`config.mk`:
```
export PLATFORM = sky130hd
export DESIGN_NAME = operand_addr_seq
export DESIGN_NICKNAME = d
export VERILOG_FILES = /design/src/rtl/operand_addr_seq.sv
export SDC_FILE = /design/constraint.sdc
export NUM_CORES = 1
export LEC_CHECK = 0
export ABC_AREA = 1
export CORE_UTILIZATION = 58
export CTS_BUF_LIST = sky130_fd_sc_hd__clkbuf_8 sky130_fd_sc_hd__clkbuf_16
export DETAILED_ROUTE_END_ITERATION = 10
export MAX_ROUTING_LAYER = met4
export PLACE_DENSITY_LB_ADDON = 0.08
export RECOVER_POWER = 50
export REMOVE_ABC_BUFFERS = 1
export SETUP_SLACK_MARGIN = 0.5
export SLEW_MARGIN = 20
export SYNTH_ARGS = -nofsm -noshare
export SYNTH_HDL_FRONTEND = slang
export SYNTH_SLANG_ARGS = --single-unit
```
`constraint.sdc`:
```
create_clock -name clk -period 10.8 [get_ports clk]
set_input_delay 3.24 -clock clk [delete_from_list [all_inputs] [get_ports clk]]
set_output_delay 3.24 -clock clk [all_outputs]
set_load 0.005 [all_outputs]
```
`src/rtl/operand_addr_seq.sv`:
```
// operand_addr_seq: PDP-11 operand addressing sequencer.
// Turns a 6-bit operand specifier {mode, reg} into an effective address.
// The sequencer drives the register file port and a req/ack memory read port.
// It handles autoincrement and autodecrement write-back.
// It fetches index words through PC and performs deferred memory reads.
// Optional feature macro: ODD_ADDR_TRAP_EN.
//   When defined, odd memory addresses and odd final word EAs abort with err.
//   When undefined, err is tied low and odd addresses go to memory unchanged.
module operand_addr_seq #(
    parameter logic [2:0] PC_REG = 3'd7,
    parameter logic [2:0] SP_REG = 3'd6
) (
    input  logic        clk,
    input  logic        reset,
    input  logic        start,
    input  logic [5:0]  spec,
    input  logic        byte_op,
    output logic        busy,
    output logic        done,
    output logic [15:0] ea,
    output logic        is_reg,
    output logic [2:0]  rf_sel,
    input  logic [15:0] rf_rdata,
    output logic        rf_we,
    output logic [15:0] rf_wdata,
    output logic        mem_req,
    output logic [15:0] mem_addr,
    input  logic [15:0] mem_rdata,
    input  logic        mem_ack,
    output logic        err
);

    localparam logic [2:0] S_IDLE  = 3'd0;
    localparam logic [2:0] S_REG   = 3'd1;
    localparam logic [2:0] S_PCRD  = 3'd2;
    localparam logic [2:0] S_PCINC = 3'd3;
    localparam logic [2:0] S_MEM   = 3'd4;
    localparam logic [2:0] S_DONE  = 3'd5;

`ifdef ODD_ADDR_TRAP_EN
    localparam logic TRAP_EN = 1'b1;
`else
    localparam logic TRAP_EN = 1'b0;
`endif

    logic [2:0]  state_reg, state_next;
    logic [5:0]  spec_reg;
    logic        byte_reg;
    logic [15:0] tmp_reg, tmp_next;
    logic [15:0] x_reg, x_next;
    logic        err_reg, err_next;
    logic [15:0] ea_reg;

    logic [2:0]  mode;
    logic [2:0]  rn;
    logic [15:0] step_nat;
    logic [15:0] step_mod;
    logic        deferred;

    assign mode = spec_reg[5:3];
    assign rn   = spec_reg[2:0];

    // SP and PC always step by 2 so they stay word aligned.
    assign step_nat = (!byte_reg || rn == SP_REG || rn == PC_REG) ? 16'd2 : 16'd1;
    // Deferred auto modes step over a pointer word, so they always use 2.
    assign step_mod = (mode == 3'd3 || mode == 3'd5) ? 16'd2 : step_nat;
    assign deferred = (mode == 3'd3 || mode == 3'd5 || mode == 3'd7);

    // Next-state, datapath and register/memory port control.
    always_comb begin
        state_next = state_reg;
        tmp_next   = tmp_reg;
        x_next     = x_reg;
        err_next   = err_reg;
        rf_sel     = rn;
        rf_we      = 1'b0;
        rf_wdata   = 16'd0;
        mem_req    = 1'b0;
        mem_addr   = 16'd0;
        case (state_reg)
            S_IDLE: begin
                if (start) begin
                    err_next   = 1'b0;
                    state_next = (spec[5:4] == 2'b11) ? S_PCRD : S_REG;
                end
            end
            S_REG: begin
                case (mode)
                    3'd0: tmp_next = {13'd0, rn};
                    3'd1: tmp_next = rf_rdata;
                    3'd2, 3'd3: begin
                        tmp_next = rf_rdata;
                        rf_we    = 1'b1;
                        rf_wdata = rf_rdata + step_mod;
                    end
                    3'd4, 3'd5: begin
                        tmp_next = rf_rdata - step_mod;
                        rf_we    = 1'b1;
                        rf_wdata = rf_rdata - step_mod;
                    end
                    default: tmp_next = rf_rdata + x_reg;
                endcase
                if (deferred) begin
                    // A pointer fetch from an odd address never reaches memory.
                    if (TRAP_EN && tmp_next[0]) begin
                        err_next   = 1'b1;
                        state_next = S_DONE;
                    end else begin
                        state_next = S_MEM;
                    end
                end else begin
                    if (TRAP_EN && !byte_reg && mode != 3'd0 && tmp_next[0])
                        err_next = 1'b1;
                    state_next = S_DONE;
                end
            end
            S_PCRD: begin
                rf_sel = PC_REG;
                if (TRAP_EN && rf_rdata[0]) begin
                    tmp_next   = rf_rdata;
                    err_next   = 1'b1;
                    state_next = S_DONE;
                end else begin
                    mem_req  = 1'b1;
                    mem_addr = rf_rdata;
                    if (mem_ack) begin
                        x_next     = mem_rdata;
                        state_next = S_PCINC;
                    end
                end
            end
            S_PCINC: begin
                rf_sel     = PC_REG;
                rf_we      = 1'b1;
                rf_wdata   = rf_rdata + 16'd2;
                state_next = S_REG;
            end
            S_MEM: begin
                mem_req  = 1'b1;
                mem_addr = tmp_reg;
                if (mem_ack) begin
                    tmp_next   = mem_rdata;
                    err_next   = TRAP_EN && !byte_reg && mem_rdata[0];
                    state_next = S_DONE;
                end
            end
            S_DONE: begin
                state_next = S_IDLE;
            end
            default: begin
                state_next = S_IDLE;
            end
        endcase
    end

    // State and datapath registers; reset aborts any operation immediately.
    always_ff @(posedge clk or posedge reset) begin
        if (reset) begin
            state_reg <= S_IDLE;
            spec_reg  <= 6'd0;
            byte_reg  <= 1'b0;
            tmp_reg   <= 16'd0;
            x_reg     <= 16'd0;
            err_reg   <= 1'b0;
            ea_reg    <= 16'd0;
        end else begin
            state_reg <= state_next;
            tmp_reg   <= tmp_next;
            x_reg     <= x_next;
            err_reg   <= err_next;
            if (state_reg == S_IDLE && start) begin
                spec_reg <= spec;
                byte_reg <= byte_op;
            end
            if (state_reg == S_DONE)
                ea_reg <= tmp_reg;
        end
    end

    // ea shows the new address during done and keeps it until the next done.
    assign busy   = (state_reg != S_IDLE);
    assign done   = (state_reg == S_DONE);
    assign ea     = done ? tmp_reg : ea_reg;
    assign is_reg = done && (mode == 3'd0);
    assign err    = TRAP_EN && done && err_reg;

endmodule

```
After elaboration in Yosys (flattened, before gate mapping)
Cells that the tools add are included.
{ "word_totals": {"ff_bits": 58, "inputBits": 43, "out_inout_bits": 57, "elab_cells": 66} }
{ "classes": {"add_sub_neg": 4, "n_eq_ne": 17, "mux": 19, "n_reduce_logical": 20} }
{ "op_table": {"columns": ["cell", "count"], "rows": [
  ["16-bit one-hot mux with 2 select lines", 4],
  ["16-bit one-hot mux with 3 select lines", 1],
  ["16-bit two-way mux", 2],
  ["3-bit == test (second input constant)", 7],
  ["16-bit adder", 1],
  ["16-bit by 2-bit adder with 16-bit output", 1],
  ["16-bit by 2-bit adder with 16-bit output (second input constant)", 1],
  ["16-bit by 2-bit subtractor with 16-bit output", 1],
  ["3-bit one-hot mux with 5 select lines", 1],
  ["3-bit by 2-bit == test with 1-bit output (second input constant)", 4],
  ["3-bit two-way mux", 4],
  ["2-bit OR reduction", 4],
  ["3-bit by 1-bit == test with 1-bit output (second input constant)", 2],
  ["3-bit zero test", 2],
  ["2-bit two-way mux", 3],
  ["2-bit inequality test (second input constant)", 3],
  ["1-bit logical OR", 4],
  ["2-bit AND reduction", 2],
  ["4-bit OR reduction", 1],
  ["1-bit two-way mux", 3],
  ["3-bit AND reduction", 1],
  ["3-bit nonzero test", 1],
  ["3-bit OR reduction", 1],
  ["2-bit == test (second input constant)", 1],
  ["4 further kinds", 5]
]} }

Longest topological paths before layout
Gate-level depths: netlist (run 1).
{ "depth": {"word_depth": 8, "mapped_depth": 18, "ltp_nobuf": 18} }

Least setup slack after synthesis (run 1)
OpenSTA, ideal clock, no wires.
{ "synth_timing": {"path_kind": "input-to-output", "from": "input rf_rdata[0]", "to": "output rf_wdata[10]", "arrival_ps": 4662, "required_time_ps": 7560, "path_slack_ps": 2898, "stages": 13, "n_path_buf": 0, "path_cell_list": "inv_1 -> ha_1 -> inv_1 -> fa_1 -> nor2_1 -> nand2_1 -> nor2_1 -> nand2_1 -> nand2_1 -> nand3_1 -> o21ai_0 -> nand2_1 -> o21ai_0"} }
{ "synth_via": {"elab_chain_len": 3, "elab_cells_between_ends": 5, "cone_classes": "3 x add/sub; 2 x mux"} }
{ "synth_lines": {"columns": ["item", "line", "source"], "rows": [
  ["start, declared", "23", "input logic [15:0] rf_rdata,"],
  ["16-bit by 2-bit subtractor with 16-bit output / 16-bit by 2-bit adder with 16-bit output (equally long branches)", "99, 94", null],
  ["16-bit one-hot mux with 2 select lines", "88", "case (mode)"],
  ["16-bit one-hot mux with 2 select lines (*)", "80", "case (state_reg)"],
  ["end, declared", "25", "output logic [15:0] rf_wdata,"]
]} }
Every way passes the cells marked *; elsewhere a longest branch is shown, timed or not.

Worst setup path in the final report (run 1)
{ "layout_timing": {"from": "input rf_rdata[1]", "to": "output rf_wdata[14]"} }
Same word-level chain as after synthesis.

==> summary.md, run 1 <==
| Metric | Value |
|---|---|
| DRT iter0 DRCs | 520 |
| Die Width | 97.6 um |
| Row cnt | 34 |
| I/O pin cnt | 100 |
| Met1 Use GR | 0.491 |
| CP Launch Type | primary input |
| Count of input and output buffers | 98 |
| Post-layout power | 1.79 mW |
| Main synth FF type | dfrtp_1 |
| GRT met3 Usage | 0.0885 |
| CTS max path bufs | 2 |
| Distinct cells, synth | 41 |
| Post-Syn Area | 5300 um2 |
| GRT Total Usage | 0.388 |
| Grt total ovfl | 0 |
| Worst-Margin Slew | 3260 ps |
| Crit path largest cell delay | 680 ps |
| Filler cell count | 744 |
| Clock-pin slew on the worst setup and hold paths | 70 ps |
| Post-synthesis register bit count | 58 |
| Pwr Density | 276 nW/um2 |
| Routability Congestion | 0.907 |
| FFs w/ async S/R, synth | 1.00 |
| Max frequency | 108 MHz |
| Routed len/inst | 17.1 um |
| Crit path kind | in -> out |
| Maximum vdd drop | 0.000148 V |
| Hpwl dp | 12700 um |
| Slowest cell on crit path | clkdlybuf4s50_1 |
| DRT Pass-1 Iters | 5 |
| Most common cell on crit path | nand2_1 |
| Gr busiest metal | met2 |
| Setup TNS | 0 ps |
| Commonest cells post-synth | 255 x nand2_1, 124 x inv_1, 68 x nand3_1, 68 x o21ai_0, 59 x nor2_1 |
| Worst path required time | 7560 ps |
| ANT cells | 0 |
| CTS Sinks | 58 |
| TritonCTS clock tree | built |
| Post-cts gate resize count | 0 |
| Share of post-route cells with drive strength above 1 | 0.0662 |
| Crit-path cells | clkdlybuf4s50_1 > fa_1 > nor2_1 > nand2_1 > nor2_1 > nand2_1 > nand2_1 > nand3_1 > nand2_1 > nand2_1 > o31ai_2 > clkdlybuf4s50_1 |
| Clock Skew | 14.4 ps |
| Final setup viols | 0 |
| Met2 Usage GRT | 0.605 |
| Initial Utilization | 0.605 |
| Most frequent cell after synthesis | nand2_1 |
| Drt total wl | 17600 um |
| Die ar. | 9520 um2 |
| Worst Setup SP | rf_rdata[1] |
| Worst-skew pair later-pin latency | 360 ps |
| Rel. slew slack | -1.17 |
| Hold Startpoint | tmp_reg[15] |
| Largest net degree at the start of global routing | 59 |
| Largest area contributor in the netlist | dfrtp_1 |
| Routed Antenna Nets | 0 |
| Worst hold-check path type | reg -> reg |
| Seq. cell area | 1450 um2 |
| CTS Buf Count | 9 |
| Final hold violation count | 0 |
| FF-to-FF Start | spec_reg[4] |
| H-tree depth | 3 |
| Vias | 6138 |
| Slew Limit Fails | 106 |
| Area of the multi-input gates | 3200 um2 |
| Die height | 97.6 um |
| Outcome | finished with violations |
| Synth top area share | 0.274 |
| Cell count after synthesis | 833 |
| Period utilization | 0.860 |
| Root Buffer | clkbuf_8 |
| Post-synth EDFFs | 0 |
| Area Overhead vs Synth | 22.6% |
| Sequential area share after synthesis | 0.274 |
| Worst setup margin | 1510 ps |
| NumNets Final | 987 |
| Core Region | 8760 um2 |
| CP Capture Type | output port |
| RSZ-0062 raised after global routing | no |
| Yosys Warn Count | 0 |
| Antenna violations before repair | 0 |
| Post-route minimum period | 9290 ps |
| Largest cells by area after synthesis | dfrtp_1 27%, nand2_1 18%, inv_1 8.8%, nand3_1 6.4%, o21ai_0 6.4% |
| Critical Path Fanout Max | 10 |
| Hold-fix buffers, CTS | 0 |
| Leakage | 3.26 nW |
| Drt drc | 0 |
| Failing checks | capacitance limit, slew limit |
| Placement Setup Slack | 1590 ps |
| CP arrival | 6050 ps |
| Vias in the first global route | 5883 |
| Setup Fix Bufs, Post-CTS | 0 |
| Min Hold Slack | 492 ps |
| MaxCap Viol Count | 2 |
| Global-route wire length before repair | 28500 um |
| Mapped Avg Cell Area | 6.36 um2 |
| Via/cell ratio | 5.96 |
-- area by class of cell --
cell class                      count  area share
Sequential cell                    58       0.224
Tap cell                          108      0.0208
Timing Repair Buffer               99       0.152
Clock inverter                      7      0.0156
Inverter                          133      0.0769
Multi-Input combinational cell    616       0.492
Clock buffer                        9      0.0191
-- through the flow --
stage / area (um2) / util / instances
global placement: 6270 / 0.716 / 1014
detailed placement: 6270 / 0.716 / 1014
CTS: 6500 / 0.741 / 1030
global route: 6490 / 0.741 / 1030
floorplan: 5150 / - / 807
finish: 6490 / 0.741 / 1030
-- worst max-delay path, delay by kind of cell --
kind	cells	cell delay (ps)
AND/OR/NAND/NOR	8	960
AO/OA/AOI/OAI	1	90
buffers and inverters	2	1210
adder cells (fa/ha/maj)	1	550
-- cells in the final DEF (no fill, tap or decap), types with 3 or more instances in the layout --
cell type	count
mux2_2	14
o211ai_1	7
dlygate4sd3_1	3
clkdlybuf4s50_1	95
a21oi_1	31
o31ai_1	5
a31oi_1	6
nor2_1	59
o21ai_0	68
nor2_4	4
nand2_2	3
o21ai_1	7
nand3_1	68
o22ai_1	21
nor2_2	8
inv_2	7
dfrtp_1	58
clkbuf_8	9
xor2_1	5
ha_1	24
fa_1	3
nand2_1	255
inv_1	124
nor3_1	5
nand4_1	5
-- power breakdown --
part	leakage, nW	internal, mW	switching [mW]
combinational	2.45	0.461	0.702
sequential	0.711	0.321	0.0610
clock	0.106	0.132	0.114
total	3.26	0.914	0.876
-- per-layer routing --
layer | vias to the layer above | routed length [um]
met5 | - | 0
met2 | 395 | 8150
met1 | 2832 | 7280
met4 | 0 | 480
met3 | 56 | 1690
li1 | 2855 | -
-- cells by family after synthesis --
group / Yosys count / synth area share
buffers and inverters: 159 / 0.123
adders and majority gates: 27 / 0.0680
and+or+nand+nor: 418 / 0.334
muxes: 14 / 0.0298
other: 1 / 0.000708
xor gates and xnor gates: 5 / 0.00827
DFF: 58 / 0.274
AOI/OAI and AO/OA: 151 / 0.162
-- path summary, 6_finish.rpt --
| kind | endpoint | slack [ps] | depth (start not counted) |
|---|---|---|---|
| max in group asynchronous | tmp_reg[14] | 4380 | 3 |
| worst min register to register | tmp_reg[15] | 490 | 2 |
| worst max register to register | tmp_reg[6] | 7630 | 17 |
| worst min-delay path | tmp_reg[15] | 490 | 2 |
| min in group asynchronous | tmp_reg[2] | 4580 | 3 |
| worst max-delay path | rf_wdata[14] | 1510 | 12 |
No activity file was read; power rests on OpenSTA's default activity.
==> run 2: changes to the inputs <==
--- a/config.mk
+++ b/config.mk
@@ -7,7 +7,7 @@
 export LEC_CHECK = 0
 export ABC_AREA = 1
 export CORE_UTILIZATION = 58
-export CTS_BUF_LIST = sky130_fd_sc_hd__clkbuf_8 sky130_fd_sc_hd__clkbuf_16
+export CTS_BUF_LIST = sky130_fd_sc_hd__clkbuf_16
 export DETAILED_ROUTE_END_ITERATION = 10
 export MAX_ROUTING_LAYER = met4
 export PLACE_DENSITY_LB_ADDON = 0.08
==> summary.md, run 2 (synthesis gave the netlist of run 1 again) <==
| Metric | Value |
|---|---|
| Placed Instance Area | 6270 um2 (unchanged) |
| Drt drc | 0 (unchanged) |
| Crit path kind | in -> out |
| Count of input and output buffers | 98 (unchanged) |
| Clock-pin slew on the worst setup and hold paths | 60 ps (about the same) |
| Most frequent cells in the layout | 255 x nand2_1, 124 x inv_1, 95 x clkdlybuf4s50_1 |
| NumNets Final | 987 (unchanged) |
| Post-cts gate resize count | 0 (unchanged) |
| Outcome | finished with violations |
| Final setup viols | 0 (unchanged) |
| Setup Fix Bufs, Post-CTS | 0 (unchanged) |
| Worst-Margin Slew | 3290 ps (+31.9 ps) |
| Routed Antenna Nets | 0 (unchanged) |
| Comb power frac | 0.620 (-0.029) |
| Leakage | 3.31 nW (+1.4%) |
| Commonest non-fill, non-tap cell in the layout | nand2_1 |
| GRT Total Usage | 0.386 (-0.00253) |
| ANT cells | 0 (unchanged) |
| Hpwl dp | 12700 um (unchanged) |
| Rel. slew slack | -1.20 (-0.0212) |
| Initial Utilization | 0.605 (unchanged) |
| Global-route wire length before repair | 28400 um (-0.51%) |
| CP Capture Type | output port |
| Root Buffer | clkbuf_16 |
| Pint | 0.987 mW (+8.0%) |
| Largest net degree at the start of global routing | 59 (unchanged) |
| Routed len/inst | 17.0 um (-0.42%) |
| Row cnt | 34 (unchanged) |
| Die ar. | 9520 um2 (unchanged) |
| Die Width | 97.6 um (unchanged) |
| Worst-skew pair later-pin latency | 340 ps (-20 ps) |
| Maximum vdd drop | 0.000150 V (+1.2%) |
| Hold-fix buffers, CTS | 0 (unchanged) |
| Min Hold Slack | 486 ps (-6.21 ps) |
| TritonCTS clock tree | built |
| Post-route minimum period | 9250 ps (-34.0 ps) |
| Post-layout power | 1.87 mW (+4.2%) |
| Antenna violations before repair | 0 (unchanged) |
| CP Launch Type | primary input |
| Pwr Density | 283 nW/um2 (+2.6%) |
| CP arrival | 6010 ps (-40 ps) |
| Placement Setup Slack | 1590 ps (unchanged) |
| DRT iter0 DRCs | 566 (+8.8%) |
| RSZ-0062 raised after global routing | no |
| Drt total wl | 17500 um (-0.42%) |
| Area Overhead vs Synth | 24.5% |
| H-tree depth | 3 (unchanged) |
| Flop pwr share | 0.204 (-0.010) |
| Worst hold-check path type | reg -> reg |
| Fin cells | 1030 (unchanged) |
| Slew Limit Fails | 59 (-44%) |
| CTS Sinks | 58 (unchanged) |
| Grt total ovfl | 0 (unchanged) |
| Vias | 6100 (-0.62%) |
| MaxCap Viol Count | 2 (unchanged) |
| I/O pin cnt | 100 (unchanged) |
| Vias in the first global route | 5915 (+0.54%) |
| Critical Path Fanout Max | 10 (unchanged) |
| Setup TNS | 0 ps (unchanged) |
| Worst path required time | 7560 ps (about the same) |
| Via/cell ratio | 5.92 (-0.62%) |
| Routability Congestion | 0.907 (unchanged) |
| Fin util | 0.752 (+0.0116) |
| Total net switching power | 0.879 mW (+0.29%) |
| Core Region | 8760 um2 (unchanged) |
| Sw Ratio | 0.471 (-0.0184) |
| Clock Skew | 9.95 ps (-4.48 ps) |
| Inst Count DP | 1014 (unchanged) |
| Cell area after layout | 6590 um2 (+1.6%) |
| Clk pwr share | 0.175 (+0.038) |
| CTS Buf Count | 9 (unchanged) |
| Max frequency | 108 MHz (+0.37%) |
| Worst setup margin | 1550 ps (+34.0 ps) |
| DRT Pass-1 Iters | 6 (+1) |
| CTS max path bufs | 2 (unchanged) |
| Die height | 97.6 um (unchanged) |
| Final hold violation count | 0 (unchanged) |
| Share of post-route cells with drive strength above 1 | 0.0662 (unchanged) |
| Period utilization | 0.857 (-0.00314) |
| Failing checks | capacitance limit, slew limit |
-- run 2: cell count changes in the layout (fill, tap and decap cells not counted) --
cell | previous run | this run
clkbuf_8 | 9 | 0
clkbuf_16 | 0 | 9
-- run 2: cell type report --
cell class / count / area, um2
Clock buffer: 9 / 225
Clock inverter: 7 / 101
Fill cell: 730 / 2170
Inverter: 133 / 499
Multi-Input combinational cell: 616 / 3200
Sequential cell: 58 / 1450
Tap cell: 108 / 135
Timing Repair Buffer: 99 / 985
-- run 2: power groups by stage --
stage	Clock, mW	Combinational, mW	Sequential [mW]
after floorplan	0	0.705	0.363
after global placement	0	1.09	0.375
after detailed placement	0	1.13	0.382
after CTS	0.326	1.14	0.379
after global routing	0.333	1.28	0.391
final	0.326	1.16	0.381
-- run 2: routing by layer --
layer	track usage	up-vias	routed length (um)	share of wire
met1	0.483	2816	7030	0.40
met4	0.154	0	446	0.025
met3	0.0863	53	1900	0.11
met5	-	-	0	0
met2	0.605	361	8150	0.47
li1	-	2870	-	-
-- run 2: critical path, stage by stage --
cell             delay [ps]
clkdlybuf4s50_1         660
fa_1                    550
nor2_1                  140
nand2_1                 150
nor2_1                  250
nand2_1                  90
nand2_1                  60
nand3_1                  90
nand2_1                 110
nand2_1                  60
o31ai_2                  90
clkdlybuf4s50_1         530
-- run 2: path summary, 6_finish.rpt --
kind                        startpoint            to  slack, ps  cells past startpoint
setup reg to reg           spec_reg[4]    tmp_reg[6]       7630                     17
max in group asynchronous        reset    ea_reg[15]       4330                      3
min in group asynchronous        reset      x_reg[3]       4610                      3
setup / recovery           rf_rdata[1]  rf_wdata[14]       1550                     12
hold / removal             tmp_reg[10]   tmp_reg[10]        490                      2
hold reg to reg            tmp_reg[10]   tmp_reg[10]        490                      2
